**config.mk**
```make
export PLATFORM = sky130hd
export DESIGN_NAME = vga_scanout_flat
export DESIGN_NICKNAME = d
export VERILOG_FILES = /design/src/rtl/vga_scanout_if.sv /design/src/rtl/vga_scanout.sv /design/src/flat_wrapper.sv
export SDC_FILE = /design/constraint.sdc
export NUM_CORES = 1
export LEC_CHECK = 0
export CAP_MARGIN = 30
export CORE_MARGIN = 4
export CORE_UTILIZATION = 50
export DETAILED_ROUTE_END_ITERATION = 7
export PLACE_DENSITY = 0.74
export SYNTH_ARGS = -nofsm -noshare
export SYNTH_HDL_FRONTEND = slang
export SYNTH_SLANG_ARGS = --single-unit
```
**constraint.sdc**
```tcl
create_clock -name clk -period 2.3 [get_ports clk]
set_input_delay 0.23 -clock clk [delete_from_list [all_inputs] [get_ports clk]]
set_output_delay 0.23 -clock clk [all_outputs]
set_load 0.05 [all_outputs]
```
**src/rtl/vga_scanout_if.sv**
```systemverilog
// Read port between the VGA scanout engine (master) and the 200x150 12-bit video RAM (slave).
interface vga_scanout_if;
  logic [14:0] vaddr;
  logic [11:0] vdata;

  modport master (
    output vaddr,
    input  vdata
  );

  modport slave (
    input  vaddr,
    output vdata
  );
endinterface

```
**src/rtl/vga_scanout.sv**
```systemverilog
// 800x600@72 Hz VGA scanout of a 200x150 RGB444 framebuffer, 4x upscaled, latency-compensated.
// Optional colour-bar test pattern is enabled by defining VGA_SCANOUT_TESTPAT_EN (adds test_en).
module vga_scanout #(
  parameter int H_ACT    = 800,
  parameter int H_FP     = 56,
  parameter int H_SYNC   = 120,
  parameter int H_BP     = 64,
  parameter int V_ACT    = 600,
  parameter int V_FP     = 37,
  parameter int V_SYNC   = 6,
  parameter int V_BP     = 23,
  parameter int FB_W     = 200,
  parameter int SCALE_SH = 2,
  parameter int RD_LAT   = 1,
  parameter bit SYNC_POL = 1'b1
) (
  input  logic          clk,
  input  logic          rstn,
`ifdef VGA_SCANOUT_TESTPAT_EN
  input  logic          test_en,
`endif
  vga_scanout_if.master ram,
  output logic [3:0]    vga_r,
  output logic [3:0]    vga_g,
  output logic [3:0]    vga_b,
  output logic          vga_hs,
  output logic          vga_vs,
  output logic          vblank,
  output logic          frame_start
);

  localparam int H_TOTAL = H_ACT + H_FP + H_SYNC + H_BP;
  localparam int V_TOTAL = V_ACT + V_FP + V_SYNC + V_BP;
  localparam int HW      = $clog2(H_TOTAL + 1);
  localparam int VW      = $clog2(V_TOTAL + 1);
  localparam int CW      = $clog2(FB_W + 1);
  localparam int AW      = 15;

  localparam logic [HW-1:0] H_LAST = HW'(H_TOTAL - 1);
  localparam logic [HW-1:0] H_ACTC = HW'(H_ACT);
  localparam logic [HW-1:0] HS_BEG = HW'(H_ACT + H_FP);
  localparam logic [HW-1:0] HS_END = HW'(H_ACT + H_FP + H_SYNC);
  localparam logic [VW-1:0] V_LAST = VW'(V_TOTAL - 1);
  localparam logic [VW-1:0] V_ACTC = VW'(V_ACT);
  localparam logic [VW-1:0] VS_BEG = VW'(V_ACT + V_FP);
  localparam logic [VW-1:0] VS_END = VW'(V_ACT + V_FP + V_SYNC);
  localparam logic [AW-1:0] STRIDE = AW'(FB_W);

  logic [HW-1:0] hcnt_q, hcnt_d;
  logic [VW-1:0] vcnt_q, vcnt_d;
  logic [CW-1:0] col_q, col_d;
  logic [AW-1:0] rowbase_q, rowbase_d;

  logic h_wrap, v_wrap, h_act, v_act, de0, hs0, vs0;

  logic [RD_LAT-1:0] de_pipe_q, hs_pipe_q, vs_pipe_q;
  logic [11:0]       rgb_q;
  logic              hs_q, vs_q, vblank_q, frame_start_q;

  always_comb begin
    h_wrap = (hcnt_q == H_LAST);
    v_wrap = (vcnt_q == V_LAST);
    h_act  = (hcnt_q < H_ACTC);
    v_act  = (vcnt_q < V_ACTC);
    de0    = h_act & v_act;
    hs0    = (hcnt_q >= HS_BEG) && (hcnt_q < HS_END);
    vs0    = (vcnt_q >= VS_BEG) && (vcnt_q < VS_END);
  end

  // Address = rowbase + col, both stepped incrementally so no multiplier is needed.
  always_comb begin
    hcnt_d    = h_wrap ? '0 : hcnt_q + 1'b1;
    vcnt_d    = vcnt_q;
    col_d     = col_q;
    rowbase_d = rowbase_q;
    if (h_wrap) begin
      vcnt_d = v_wrap ? '0 : vcnt_q + 1'b1;
      col_d  = '0;
      if (v_wrap)
        rowbase_d = '0;
      else if (v_act && (vcnt_q[SCALE_SH-1:0] == '1))
        rowbase_d = rowbase_q + STRIDE;
    end else if (de0 && (hcnt_q[SCALE_SH-1:0] == '1)) begin
      col_d = col_q + 1'b1;
    end
  end

  assign ram.vaddr = de0 ? (rowbase_q + AW'(col_q)) : '0;

`ifdef VGA_SCANOUT_TESTPAT_EN
  logic [2:0] bar_pipe_q [RD_LAT];
  logic [RD_LAT-1:0] te_pipe_q;

  function automatic logic [2:0] bar_of(input logic [9:0] h);
    logic [2:0] b;
    b = '0;
    for (int unsigned i = 1; i < 8; i++)
      if (h >= 10'(i * 100)) b = 3'(i);
    return b;
  endfunction

  function automatic logic [11:0] bar_rgb(input logic [2:0] idx);
    logic [11:0] c;
    case (idx)
      3'd0:    c = 12'hfff;
      3'd1:    c = 12'hff0;
      3'd2:    c = 12'h0ff;
      3'd3:    c = 12'h0f0;
      3'd4:    c = 12'hf0f;
      3'd5:    c = 12'hf00;
      3'd6:    c = 12'h00f;
      default: c = 12'h000;
    endcase
    return c;
  endfunction

  always_ff @(posedge clk or negedge rstn) begin
    if (!rstn) begin
      te_pipe_q <= '0;
      for (int unsigned i = 0; i < RD_LAT; i++) bar_pipe_q[i] <= '0;
    end else begin
      te_pipe_q[0]  <= test_en;
      bar_pipe_q[0] <= bar_of(10'(hcnt_q));
      for (int unsigned i = 1; i < RD_LAT; i++) begin
        te_pipe_q[i]  <= te_pipe_q[i-1];
        bar_pipe_q[i] <= bar_pipe_q[i-1];
      end
    end
  end

  logic [11:0] pix_src;
  assign pix_src = te_pipe_q[RD_LAT-1] ? bar_rgb(bar_pipe_q[RD_LAT-1]) : ram.vdata;
`else
  logic [11:0] pix_src;
  assign pix_src = ram.vdata;
`endif

  always_ff @(posedge clk or negedge rstn) begin
    if (!rstn) begin
      hcnt_q        <= '0;
      vcnt_q        <= '0;
      col_q         <= '0;
      rowbase_q     <= '0;
      de_pipe_q     <= '0;
      hs_pipe_q     <= '0;
      vs_pipe_q     <= '0;
      rgb_q         <= '0;
      hs_q          <= ~SYNC_POL;
      vs_q          <= ~SYNC_POL;
      vblank_q      <= 1'b0;
      frame_start_q <= 1'b0;
    end else begin
      hcnt_q    <= hcnt_d;
      vcnt_q    <= vcnt_d;
      col_q     <= col_d;
      rowbase_q <= rowbase_d;
      de_pipe_q[0] <= de0;
      hs_pipe_q[0] <= hs0;
      vs_pipe_q[0] <= vs0;
      for (int unsigned i = 1; i < RD_LAT; i++) begin
        de_pipe_q[i] <= de_pipe_q[i-1];
        hs_pipe_q[i] <= hs_pipe_q[i-1];
        vs_pipe_q[i] <= vs_pipe_q[i-1];
      end
      rgb_q         <= de_pipe_q[RD_LAT-1] ? pix_src : '0;
      hs_q          <= hs_pipe_q[RD_LAT-1] ? SYNC_POL : ~SYNC_POL;
      vs_q          <= vs_pipe_q[RD_LAT-1] ? SYNC_POL : ~SYNC_POL;
      vblank_q      <= ~v_act;
      frame_start_q <= (hcnt_q == '0) && (vcnt_q == V_ACTC);
    end
  end

  assign vga_r       = rgb_q[11:8];
  assign vga_g       = rgb_q[7:4];
  assign vga_b       = rgb_q[3:0];
  assign vga_hs      = hs_q;
  assign vga_vs      = vs_q;
  assign vblank      = vblank_q;
  assign frame_start = frame_start_q;

endmodule

```
**src/flat_wrapper.sv**
```systemverilog
// flat-port wrapper written by rule: the top's interface ports become plain ports
module vga_scanout_flat 
#(
  parameter int H_ACT    = 800,
  parameter int H_FP     = 56,
  parameter int H_SYNC   = 120,
  parameter int H_BP     = 64,
  parameter int V_ACT    = 600,
  parameter int V_FP     = 37,
  parameter int V_SYNC   = 6,
  parameter int V_BP     = 23,
  parameter int FB_W     = 200,
  parameter int SCALE_SH = 2,
  parameter int RD_LAT   = 1,
  parameter bit SYNC_POL = 1'b1
)
  (clk, rstn, vga_r, vga_g, vga_b, vga_hs, vga_vs, vblank, frame_start, ram_vaddr, ram_vdata);
  vga_scanout_if ram_i ();
  input  logic clk;
  input  logic rstn;
  output logic [3:0] vga_r;
  output logic [3:0] vga_g;
  output logic [3:0] vga_b;
  output logic vga_hs;
  output logic vga_vs;
  output logic vblank;
  output logic frame_start;
  output wire logic [$bits(ram_i.vaddr)-1:0] ram_vaddr;
  input wire logic [$bits(ram_i.vdata)-1:0] ram_vdata;
  assign ram_vaddr = ram_i.vaddr;
  assign ram_i.vdata = ram_vdata;
  vga_scanout #(.H_ACT(H_ACT), .H_FP(H_FP), .H_SYNC(H_SYNC), .H_BP(H_BP), .V_ACT(V_ACT), .V_FP(V_FP), .V_SYNC(V_SYNC), .V_BP(V_BP), .FB_W(FB_W), .SCALE_SH(SCALE_SH), .RD_LAT(RD_LAT), .SYNC_POL(SYNC_POL)) u_core (.clk(clk), .rstn(rstn), .ram(ram_i), .vga_r(vga_r), .vga_g(vga_g), .vga_b(vga_b), .vga_hs(vga_hs), .vga_vs(vga_vs), .vblank(vblank), .frame_start(frame_start));
endmodule
```
==> metrics.md, run 1 <==
| Metric | Value |
|---|---|
| Tot GR Track Use | 22.8% |
| Final hold vios | 0 |
| Ant diodes | 0 |
| CP max FO | 6 |
| Fraction of final layout cells sized beyond drive strength 1 | 30.6% |
| Post-Syn Nets | 347 |
| CTS tree | built |
| Count of final setup violators | 7 |
| Port bufs | 44 |
| Root Buffer | clkbuf_8 |
| Status | complete, but fails checks |
| Vias in the first global route | 2875 |
| Rows | 28 |
| Sequential share of the synthesized area | 47.5% |
| VDD IR max | 0.493 mV |
| Cts bufs inserted | 9 |
| GP Congestion | 0.882 |
| Setup crit end kind | primary output |
| Violated checks | negative setup slack |
| Rel. slew slack | 66.0% |
| Overall power | 2.02 mW |
| Vias | 2778 |
| Cell Int Power | 1.56 mW |
| Met1 Use GR | 29.0% |
| Clock tree buffer depth | 2 |
| Reg clk slew, reported paths | 70 ps |
| Pleak | 1.97 nW |
| Clock tree sinks | 60 |
| Detailed Route WL | 8250 µm |
| Starting DRT DRC Count | 233 |
| Router iterations before antenna repair | 6 |
| Pwr Density | 439 mW/mm² |
| Initial antenna violation count | 0 |
| Final nets | 436 |
| Post-synthesis area per instance | 9.91 µm² |
| Core area | 0.00603 mm² |
| Crit share post-route | 112% |
| Setup tns final | -979 ps |
| Wire per inst | 16.9 µm |
| Final HPWL DP | 5530 µm |
| Antenna Nets Post-Route | 0 |
| I/O pin cnt | 45 |
| Max H-tree Level | 3 |
| Starting Density | 52.5% |
| P_sw | 0.461 mW |
| Post-layout min period | 2570 ps |
| DRC | 0 |
| Final number of max-transition violations | 0 |
| Worst slack at placement | 26.2 ps |
| Setup CP Type | reg -> out |
| Gr ovfl total | 0 |
| Gr busiest metal | met2 |
| Final WS setup | -267 ps |
| Switching share of power | 22.8% |
| Worst-margin pin slew | 503 ps |
| Fin Clk Skew | 7.14 ps |
| Met2 Use GR | 38.3% |
| Utilization of the core after routing | 76.2% |
| Largest net degree at the start of global routing | 24 |
| Non-filler instance count after layout | 487 |
| Flop pwr share | 53.0% |
| Worst Path Required | 2070 ps |
| FILL cells | 388 |
| Clock Latency Late Sink | 340 ps |
| Max-cap violations | 0 |
| Library cells used by synthesis | 52 |
| DIE AREA | 0.00766 mm² |
| Unrepaired setup endpoints after global routing | true |
| Clk pwr share | 40.9% |
| First-pass GRT wire length | 13600 µm |
| Synthesis Warnings | 0 |
| Placed cells | 457 |
| Area Overhead vs Synth | 45.4% |
| Met3 Use GR | 6.15% |
| Synthesized flop and latch total | 60 |
| Achievable Freq | 390 MHz |
| Die extent in x | 87.5 µm |
| Synth Cell Area | 0.00316 mm² |
| HP Class | reg -> reg |
| Crit path launch type | register |
| Die Span Y | 87.5 µm |
| CP Data Arrival Time | 2340 ps |
| Syn Inst Count | 319 |
| Comb pwr share | 6.1% |
| Vias/cell | 5.70 |
[power groups by stage]
stage / Combinational, mW / Sequential, mW / Clock (mW)
after floorplan: 0.0115 / 1.13 / 0
after global placement: 0.121 / 1.09 / 0
after detailed placement: 0.123 / 1.09 / 0
after CTS: 0.126 / 1.07 / 0.842
after global routing: 0.132 / 1.07 / 0.899
final: 0.123 / 1.07 / 0.824
[repair_timing]
action | in CTS | in global routing
cloned | 0 | 1
resized for setup | 28 | 27
pin swaps | 12 | 22
hold buffers | 1 | 0
setup buffers | 6 | 9
endpoints found under the hold margin | 20 | 0
endpoints found under the setup margin | 15 | 18
[synthesized netlist by cell type (all sizes together)]
cell	instances	area [µm²]
o22ai	1	6.26
nand4	9	56.3
o21ai	15	75.1
conb	1	3.75
clkbuf	7	27.5
or3	4	35.0
a2111oi	2	23.8
and3	2	12.5
o31ai	5	37.5
nor3b	1	7.51
mux2i	2	20.0
o311ai	1	8.76
nand3	21	105
a21o	5	37.5
or2	1	6.26
nand3b	1	7.51
ha	14	175
a211oi	2	15.0
and2	20	126
o21a	1	7.51
o22a	2	17.5
nand2	18	67.6
buf	3	17.5
inv	11	41.3
nor4b	1	8.76
a21oi	11	55.1
nand2b	2	12.5
xor2	12	105
nor4	4	61.3
xnor2	16	140
a22oi	1	7.51
o41ai	1	8.76
and4	1	8.76
o2111ai	2	23.8
nor4bb	1	10.0
a31oi	6	43.8
o211ai	3	22.5
or4	2	15.0
nor2	36	135
nor3	9	45.0
dfrtp	60	1500
a22o	2	17.5
[worst max-delay path, stage by stage, from the launching register on]
cell	delay, ps
dfrtp_1	410
ha_4	280
a21o_1	130
a21o_1	200
a211oi_4	120
or4_4	520
a21oi_4	190
buf_12	150
[sequential cells by signal, summed over array words and instances (netlist names)]
register,count
u_core.vblank,1
u_core.col_q,8
u_core.vga_vs,1
u_core.vga_hs,1
u_core.rgb_q,12
u_core.frame_start,1
u_core.rowbase_q,12
u_core.de_pipe_q,1
u_core.hs_pipe_q,1
u_core.vcnt_q,10
u_core.vs_pipe_q,1
u_core.hcnt_q,11
[path summary, 6_finish.rpt]
kind                                              start                            to  slack (ps)  depth (start not counted)
min reg2reg                  u_core.vs_pipe_q$_DFF_PN0_       u_core.vga_vs$_DFF_PN0_         360                          0
min in group asynchronous                          rstn     u_core.rgb_q[7]$_DFF_PN0_         380                          2
max                         u_core.col_q[4]$_DFFE_PN0P_                 ram_vaddr[13]        -270                          7
max in group asynchronous                          rstn  u_core.vcnt_q[7]$_DFFE_PN0N_        1210                          3
min                          u_core.vs_pipe_q$_DFF_PN0_       u_core.vga_vs$_DFF_PN0_         360                          0
max reg2reg                u_core.vcnt_q[4]$_DFFE_PN0N_   u_core.col_q[7]$_DFFE_PN0P_         130                          7
[logic make-up after synthesis]
group	after synthesis	synth area share, %
buffers and inverters	21	2.73
adders and majority gates	14	5.54
xor gates and xnor gates	28	7.76
muxes	2	0.633
DFF	60	47.5
and+or+nand+nor	133	22.8
other	1	0.119
AOI/OAI and AO/OA	60	12.9
[layout make-up]
class	instances	area (µm²)	area share, %
well taps	75	93.8	2.04
repair buffers	88	948	20.6
flip-flops and latches	60	1510	32.9
multi-input cells	238	1830	39.8
clock buffers	13	159	3.46
inverters	11	45.0	0.980
clock inverters	2	10.0	0.218
[routing by layer]
layer | part of all wire (%) | up-vias
met5 | 0 | -
met4 | 1.2 | 0
met2 | 52 | 64
met3 | 4.5 | 12
li1 | - | 1309
met1 | 42 | 1393
[per-stage QoR]
stage               hold slack [ps]  area, µm²
floorplan                     -65.6       3180
global placement                204       4050
detailed placement              211       4050
CTS                             354       4380
global route                    368       4590
finish                          356       4590
[placed cells by master (no fill, tap or decap), types with 3 or more instances in the layout]
master and n:
dfrtp_1 53, buf_4 41, clkdlybuf4s50_1 28, nor2_1 27
nand3_1 20, nand2_1 17, xnor2_1 16, buf_12 16
and2_1 14, xor2_1 12, o21ai_0 11, clkbuf_8 11
inv_1 10, nand4_1 9, nor2_2 9, ha_1 9
a21oi_1 8, nor3_1 7, dfrtp_2 7, a21o_1 5
a31oi_1 5, ha_4 4, o21ai_2 3, and2_4 3
o211ai_1 3
Note: power is estimated with default switching activity, not from simulation.
==> run 2, diff against run 1 <==
--- a/config.mk
+++ b/config.mk
@@ -8,6 +8,7 @@
 export CAP_MARGIN = 30
 export CORE_MARGIN = 4
 export CORE_UTILIZATION = 50
+export CTS_CLUSTER_SIZE = 14
 export DETAILED_ROUTE_END_ITERATION = 7
 export PLACE_DENSITY = 0.74
 export SYNTH_ARGS = -nofsm -noshare
==> results of run 2 <==
Same layout as run 1: the final DEF is identical, and so are final timing and power.
